## src/rtl/reset_seq_pkg.sv

```systemverilog
// rtl/reset_seq_pkg.sv - shared state type, width helpers and mask search for reset_sequencer
package reset_seq_pkg;

    typedef enum logic [2:0] {
        HOLD,
        RELEASE,
        DONE,
        SW_HOLD,
        SW_RELEASE
    } seq_state_t;

    function automatic int clog2(input int value);
        int r;
        r = 0;
        while ((1 << r) < value) r++;
        return r;
    endfunction

    // A single-domain build still needs a one-bit index register.
    function automatic int idx_width(input int num_domains);
        return (clog2(num_domains) < 1) ? 1 : clog2(num_domains);
    endfunction

    function automatic int cnt_width(input int gap_cycles, input int hold_cycles);
        return clog2(((gap_cycles > hold_cycles) ? gap_cycles : hold_cycles) + 1);
    endfunction

    // Lowest set bit of mask at an index >= start; 16 when there is none.
    function automatic int next_set_bit(input logic [15:0] mask, input int start);
        int r;
        r = 16;
        for (int i = 15; i >= 0; i--) begin
            if (i >= start && mask[i]) r = i;
        end
        return r;
    endfunction

endpackage

```

## src/rtl/rst_sync.sv

```systemverilog
// rtl/rst_sync.sv - reset deassertion synchroniser, async clear, D tied high
module rst_sync #(
    parameter int SYNC_STAGES = 2
) (
    input  logic CK,
    input  logic RN,
    output logic rn_sync
);

    logic [SYNC_STAGES-1:0] sync;

    always_ff @(posedge CK or negedge RN) begin
        if (!RN) begin
            sync <= '0;
        end else begin
            sync <= {sync[SYNC_STAGES-2:0], 1'b1};
        end
    end

    assign rn_sync = sync[SYNC_STAGES-1];

endmodule

```

## src/rtl/reset_sequencer.sv

```systemverilog
// rtl/reset_sequencer.sv - staged per-domain reset release with software reset handshake
module reset_sequencer #(
    parameter int NUM_DOMAINS = 4,
    parameter int SYNC_STAGES = 2,
    parameter int GAP_CYCLES  = 4,
    parameter int HOLD_CYCLES = 4
) (
    input  logic                   CK,
    input  logic                   RN,
    input  logic                   sw_req,
    input  logic [NUM_DOMAINS-1:0] sw_mask,
    output logic                   sw_ack,
    output logic                   sw_err,
    output logic [NUM_DOMAINS-1:0] rn_out,
    output logic                   all_released
);
    import reset_seq_pkg::*;

    localparam int IDX_W = idx_width(NUM_DOMAINS);
    localparam int CNT_W = cnt_width(GAP_CYCLES, HOLD_CYCLES);

    seq_state_t             state, state_d;
    logic [CNT_W-1:0]       cnt, cnt_d;
    logic [IDX_W-1:0]       idx, idx_d;
    logic [NUM_DOMAINS-1:0] mask, mask_d;
    logic [NUM_DOMAINS-1:0] rn_out_d;
    logic                   all_rel_d, ack_d, err_d;
    logic                   err_pend, err_pend_d;
    logic                   zero_pend, zero_pend_d;
    logic [15:0]            mask16;
    logic                   rn_sync;

    rst_sync #(.SYNC_STAGES(SYNC_STAGES)) u_rst_sync (
        .CK      (CK),
        .RN      (RN),
        .rn_sync (rn_sync)
    );

    always_ff @(posedge CK or negedge RN) begin
        if (!RN) begin
            state        <= HOLD;
            cnt          <= '0;
            idx          <= '0;
            mask         <= '0;
            rn_out       <= '0;
            all_released <= 1'b0;
            sw_ack       <= 1'b0;
            sw_err       <= 1'b0;
            err_pend     <= 1'b0;
            zero_pend    <= 1'b0;
        end else begin
            state        <= state_d;
            cnt          <= cnt_d;
            idx          <= idx_d;
            mask         <= mask_d;
            rn_out       <= rn_out_d;
            all_released <= all_rel_d;
            sw_ack       <= ack_d;
            sw_err       <= err_d;
            err_pend     <= err_pend_d;
            zero_pend    <= zero_pend_d;
        end
    end

    always_comb begin
        state_d     = state;
        cnt_d       = cnt;
        idx_d       = idx;
        mask_d      = mask;
        rn_out_d    = rn_out;
        all_rel_d   = all_released;
        // Zero-mask acks and out-of-state errors surface one edge after sampling.
        ack_d       = zero_pend;
        zero_pend_d = 1'b0;
        err_d       = err_pend;
        err_pend_d  = sw_req && (state != DONE);
        mask16      = '0;
        mask16[NUM_DOMAINS-1:0] = mask;

        case (state)
            HOLD: begin
                if (rn_sync) begin
                    state_d = RELEASE;
                    cnt_d   = '0;
                    idx_d   = '0;
                end
            end
            RELEASE: begin
                if (&rn_out) begin
                    state_d   = DONE;
                    all_rel_d = 1'b1;
                end else if (cnt == '0) begin
                    rn_out_d[idx] = 1'b1;
                    cnt_d         = CNT_W'(GAP_CYCLES - 1);
                    if (idx != IDX_W'(NUM_DOMAINS - 1)) idx_d = idx + IDX_W'(1);
                end else begin
                    cnt_d = cnt - CNT_W'(1);
                end
            end
            DONE: begin
                if (sw_req) begin
                    if (sw_mask == '0) begin
                        zero_pend_d = 1'b1;
                    end else begin
                        mask_d    = sw_mask;
                        rn_out_d  = rn_out & ~sw_mask;
                        all_rel_d = 1'b0;
                        cnt_d     = CNT_W'(HOLD_CYCLES - 1);
                        state_d   = SW_HOLD;
                    end
                end
            end
            SW_HOLD: begin
                if (cnt == '0) begin
                    idx_d           = IDX_W'(next_set_bit(mask16, 0));
                    rn_out_d[idx_d] = 1'b1;
                    cnt_d           = CNT_W'(GAP_CYCLES - 1);
                    state_d         = SW_RELEASE;
                end else begin
                    cnt_d = cnt - CNT_W'(1);
                end
            end
            SW_RELEASE: begin
                // Unset mask bits are skipped by the search, so they cost no gap.
                if ((rn_out & mask) == mask) begin
                    state_d   = DONE;
                    all_rel_d = 1'b1;
                    ack_d     = 1'b1;
                end else if (cnt == '0) begin
                    idx_d           = IDX_W'(next_set_bit(mask16, int'(idx) + 1));
                    rn_out_d[idx_d] = 1'b1;
                    cnt_d           = CNT_W'(GAP_CYCLES - 1);
                end else begin
                    cnt_d = cnt - CNT_W'(1);
                end
            end
            default: begin
                state_d = HOLD;
            end
        endcase
    end

endmodule

```

## config.mk

```make
export PLATFORM = sky130hd
export DESIGN_NAME = reset_sequencer
export DESIGN_NICKNAME = d
export VERILOG_FILES = /design/src/rtl/reset_seq_pkg.sv /design/src/rtl/rst_sync.sv /design/src/rtl/reset_sequencer.sv
export SDC_FILE = /design/constraint.sdc
export NUM_CORES = 1
export LEC_CHECK = 0
export BUFFER_PORTS_ARGS = -buffer_cell sky130_fd_sc_hd__buf_2
export CORE_ASPECT_RATIO = 0.5
export CORE_MARGIN = 4
export CORE_UTILIZATION = 40
export CTS_BUF_LIST = sky130_fd_sc_hd__clkbuf_4 sky130_fd_sc_hd__clkbuf_8
export DETAILED_ROUTE_END_ITERATION = 6
export SLEW_MARGIN = 10
export SYNTH_ARGS = -nofsm -noshare
export SYNTH_HDL_FRONTEND = slang
export SYNTH_SLANG_ARGS = --single-unit
```

## constraint.sdc

```tcl
create_clock -name CK -period 4.3 [get_ports CK]
set_clock_uncertainty 0.2 [all_clocks]
set_input_delay 0.43 -clock CK [delete_from_list [all_inputs] [get_ports CK]]
set_output_delay 0.43 -clock CK [all_outputs]
set_load 0.02 [all_outputs]
```

After elaboration in Yosys (flattened, before gate mapping) --
Index checks and enable logic that the tools add are counted.
Storage, ports and cells: register bits after elaboration 23, latch bits 0, RAM bits 0, bits in read-only memories 0, bits of input ports 7, output and inout bits 7, logic and storage cells 128, memories kept 0
Cells by class: $add $sub $neg 3, multipliers 0, div/mod/pow operators 0, order comparisons 10, eq/ne operators 18, shift-type cells 0, mux-type cells 57, bitwise operators 7, reductions and logical operators 22
Operators with widths (count):
- 2-bit 2-to-1 mux | 20
- 3-bit 2-to-1 mux | 10
- 3-bit case mux with 5 select lines | 2
- 4-bit 2-to-1 mux | 7
- 2-bit != test (second input constant) | 11
- 4-bit case mux with 4 select lines | 1
- 8-bit AND reduction | 2
- 1-bit 2-to-1 mux | 12
- 4-bit OR | 3
- 6-bit AND reduction | 2
- 2-bit by 3-bit less-than comparator with 1-bit output (second input constant) | 3
- 4-bit AND | 2
- 1-bit logical AND | 8
- 2-bit case mux with 4 select lines | 1
- 4-bit nonzero test | 2
- 1-bit demux with 2-bit select | 3
- 3-bit by 2-bit equality test with 1-bit output (second input constant) | 2
- 1-bit by 3-bit greater-or-equal comparator with 1-bit output (first input constant) | 2
- 2-bit by 1-bit greater-or-equal comparator with 1-bit output (second input constant) | 3
- 2-bit by 3-bit greater-or-equal comparator with 1-bit output (first input constant) | 2
- 3-bit logical NOT | 2
- 5-bit AND reduction | 1
- 5-bit nonzero test | 1
- 4-bit equality test | 1
- other kinds (14) | 14

Longest topological paths before layout --
depth after elaboration 18, gate-level depth with buffers 7, depth with buffers taken out 7

Cells and area by module --
A second synthesis with hierarchy kept.
Second synthesis, totals: cells, all modules 166, area total of the unflattened synthesis 1482.7 um^2
By module, submodules not included:
- reset_sequencer | instances 1, cells each 163, area an instance 1428.9 um^2, sequential area each 525.5 um^2
- rst_sync | instances 1, cells each 3, area an instance 53.8 um^2, sequential area each 50.0 um^2

Least setup slack after synthesis --
OpenSTA, ideal clock, no wires.
kind input -> register, from in sw_mask[0], to reg cnt[1], setup time 127 ps, data arrival time 1686 ps, required time 3973 ps, path slack 2287 ps, stages on the path 5, path buffers 0, path through or4_4 -> a31oi_1 -> o32ai_1 -> nand2_1 -> mux2_1
On the way: word-level cells in the longest chain between the ends 3
RTL lines:
- start, declared | line reset_sequencer.sv:11 | input logic [NUM_DOMAINS-1:0] sw_mask,
- 4-bit logical NOT | line reset_sequencer.sv:102 | if (sw_mask == '0) begin
- 2-bit != test (no source line)
- 6-bit AND reduction (no source line)
- end signal, assigned | line reset_sequencer.sv:53 | cnt <= cnt_d;
- end, declared | line reset_sequencer.sv:23 | logic [CNT_W-1:0] cnt, cnt_d;
Every way passes these cells. A chain may end at the register's enable or synchronous reset.

Worst setup path in the final report --
from reg state[1], to reg cnt[1]
On the way: word-level cells in the longest chain between the ends 3, elaborated cells between the ends (all ways) 13, classes of those cells eq/ne (9); mux (1); reduce/logical (3)
RTL lines:
- start, declared | line reset_sequencer.sv:22 | seq_state_t state, state_d;
- start signal, assigned | line reset_sequencer.sv:52 | state <= state_d;
- 3-bit equality test, or another cell as far along | line reset_sequencer.sv:80 | case (state)
- 5-bit nonzero test (no source line), or another cell as far along
- 6-bit AND reduction (no source line)
Several ways; a longest one is shown, not always the timed one.

==> flow_summary.yaml <==
worst_setup_path:
  path_cells: "nor3b_2 -> a21oi_1 -> nand2_1 -> mux2_1"
  crit_required_ns: 4.26
  endpoint_kind: "flop"
  cp_slowest_cell: "nor3b_2"
  critical_path_arrival_ns: 2.31
  crit_type: "reg2reg"
  crit_fanout: 17
  critPathLaunchType: "flop"
  path_delay_family: "simple AND/OR/NAND/NOR gates"
  worst-path-buf-inv: 0
  max_stage_delay_ns: 0.65
place:
  pre_cts_slack_ns: 1.997
  portBuffers: 13
  place.gp.congestion: 0.8202
  hpwlAfterDp_um: 2678
synthesis:
  synth_seq_area_share_pct: 38.95
  synthDistinctLibCells: 50
  synthDominantCellAreaShare_pct: 38.95
  synth_flop_cell: "dfrtp_1"
  syn_area_um2: 1478
  synth_warnings: 0
  netlist_instances: 163
  async_flop_share_pct: 100.0
  yosys_register_bits: 23
  syn_nets: 178
  synth_edf_count: 0
  ys_top_cells_by_area: "dfrtp_1, ha_1, nand2_1, a21oi_1, inv_1"
  avgSynthCellArea_um2: 9.065
  netlist.top_cell.by_area: "dfrtp_1"
worst_hold_path:
  min_path_type: "reg2reg"
global_route:
  busiest_layer: "met2"
  grtUsageTotal_pct: 16.25
  grt_pass1_wl_um: 6078
  grtUsageMet2_pct: 24.44
  globalRouteMet1Util_pct: 23.86
  grt_pass1_vias: 1230
  grt_antenna_before_repair: 0
  grt-ovfl-total: 0
  use_met3_pct: 3.235
  grt_start_max_net_pins: 24
clocking:
  clockBufferDepth: 2
  cts_tree: "done"
  cts_made_buffers: 3
  cts_htree_levels: 1
  worstSkewPairLatency_ns: 0.27
  cts_root_buf: "clkbuf_8"
  clk_pin_slew_ns: 0.09
  clkSinkCount: 23
  post_cts_buffers: 0
power_and_ir_drop:
  finalPower_mw: 1.279
  clkPwrFrac_pct: 11.0
  intPower_mw: 0.6631
  p_comb_share_pct: 55.1
  p_sw_share_pct: 48.15
  ir_drop_mv: 0.1962
  powerDensity_nw_per_um2: 782.1
  p_leak_nw: 0.7710
  power.switching_mw: 0.6159
  seqPwrFrac_pct: 33.8
finish:
  fin_nets: 191
  area_delta_synth_final_pct: 10.67
  drive_gt1_share_pct: 15.43
  final_util_pct: 46.85
  diodes: 0
routing:
  drt_pass1_iterations: 4
  drc: 0
  wirelength_um: 3524
  vias: 1253
  wl_per_cell_um: 15.59
  drt-initial-drc-count: 122
  ant_nets: 0
  vias_per_cell: 5.544
timing:
  rsz0062_at_grt: "no"
  slew_headroom_pct: 55.63
  min_period_ns: 2.343
  setup_viol: 0
  setup_tns_ns: 0
  max_freq_mhz: 426.8
  slew_violations: 0
  whs_ns: 0.1558
  tightest_slew_ns: 0.6627
  finalHoldViolCount: 0
  worst_slack_ns: 1.957
  min_period_over_period_pct: 54.49
floorplan:
  die_height_um: 50.98
  die_x_um: 93.96
  core_um2: 3491
  initial_core_util_pct: 42.33
  dieArea_um2: 4790
  io_pins: 14
  rows: 15
flow_run:
  maxCapViolations: 0
outcome:
  status: "completed"
==> power by group through the flow <==
stage	clock, mW	combinational [mW]	sequential [mW]
after floorplan	0	0.562	0.401
after global placement	0	0.699	0.429
after detailed placement	0	0.703	0.433
after CTS	0.144	0.707	0.430
after global routing	0.153	0.785	0.450
final	0.141	0.705	0.433
==> through the flow <==
stage | instances | cell area [µm²]
floorplan | 163 | 1478
global placement | 221 | 1577
global route | 226 | 1635
CTS | 226 | 1635
detailed placement | 221 | 1577
finish | 226 | 1635
==> synth_stat cells, types with 3 or more instances <==
library cell  count
o21ai_0           5
ha_1              8
a31oi_1           3
nand2_1          22
buf_2             6
nor2b_1           3
a21oi_1          12
nand3_1           7
nand2b_1          4
inv_1            10
dfrtp_1          23
nor2_1           10
nor3_1            3
==> cells in the final DEF (no fill, tap or decap), drive strengths merged, types with 3 or more instances in the layout <==
cell type	instances
a21oi	12
a31oi	3
and2b	3
buf	13
clkbuf	3
dfrtp	23
ha	8
inv	10
nand2	23
nand2b	4
nand3	7
nor2	10
nor2b	3
nor3	3
o21ai	8
==> path summary, 6_finish.rpt <==
kind | end | cells past startpoint | slack (ns) | startpoint
worst max-delay path | cnt[1]$_DFFE_PN0P_ | 4 | 1.96 | state[1]$_DFFE_PN0P_
min in group asynchronous | sw_err$_DFF_PN0_ | 2 | 0.46 | RN
worst min-delay path | u_rst_sync.sync[1]$_DFF_PN0_ | 0 | 0.16 | u_rst_sync.sync[0]$_DFF_PN0_
worst max register to register | cnt[1]$_DFFE_PN0P_ | 4 | 1.96 | state[1]$_DFFE_PN0P_
worst min register to register | u_rst_sync.sync[1]$_DFF_PN0_ | 0 | 0.16 | u_rst_sync.sync[0]$_DFF_PN0_
max in group asynchronous | idx[1]$_DFFE_PN0P_ | 2 | 3.08 | RN
==> metal layers <==
metal,vias up,wire (µm)
li1,611,-
met1,606,1802
met2,30,1525
met3,6,157
met4,0,38
met5,-,0
==> registers in the layout (all words and copies together), names as in the netlist <==
name,flops
mask,4
err_d,1
all_released,1
state,3
sw_ack,1
zero_pend,1
sw_err,1
idx,2
cnt,3
u_rst_sync.sync,2
rn_out,4
==> timing repair <==
item                                    in CTS  in global routing
resized for setup                            0                  0
endpoints found under the hold margin       23                  0
hold buffers                                 1                  0
endpoints found under the setup margin       0                  0
==> logic make-up after synthesis <==
| kind of cell | after synthesis | share of synthesized area [%] |
|---|---|---|
| fa+ha+maj | 8 | 6.774 |
| flops | 23 | 38.95 |
| compound gates | 48 | 24.22 |
| simple gates | 64 | 23.03 |
| other cells | 1 | 0.2538 |
| mux | 3 | 2.201 |
| buf+inv | 16 | 4.573 |
==> final cells by class <==
cell class              instances  area (µm²)
well taps                      51       63.81
flip-flops and latches         23       575.6
fillers                       349        1856
multi-input cells             124       834.6
clock buffers                   3       41.29
repair buffers                 14       75.07
inverters                      10       37.54
clock inverters                 1       7.507
Note: power is estimated with default switching activity, not from simulation.
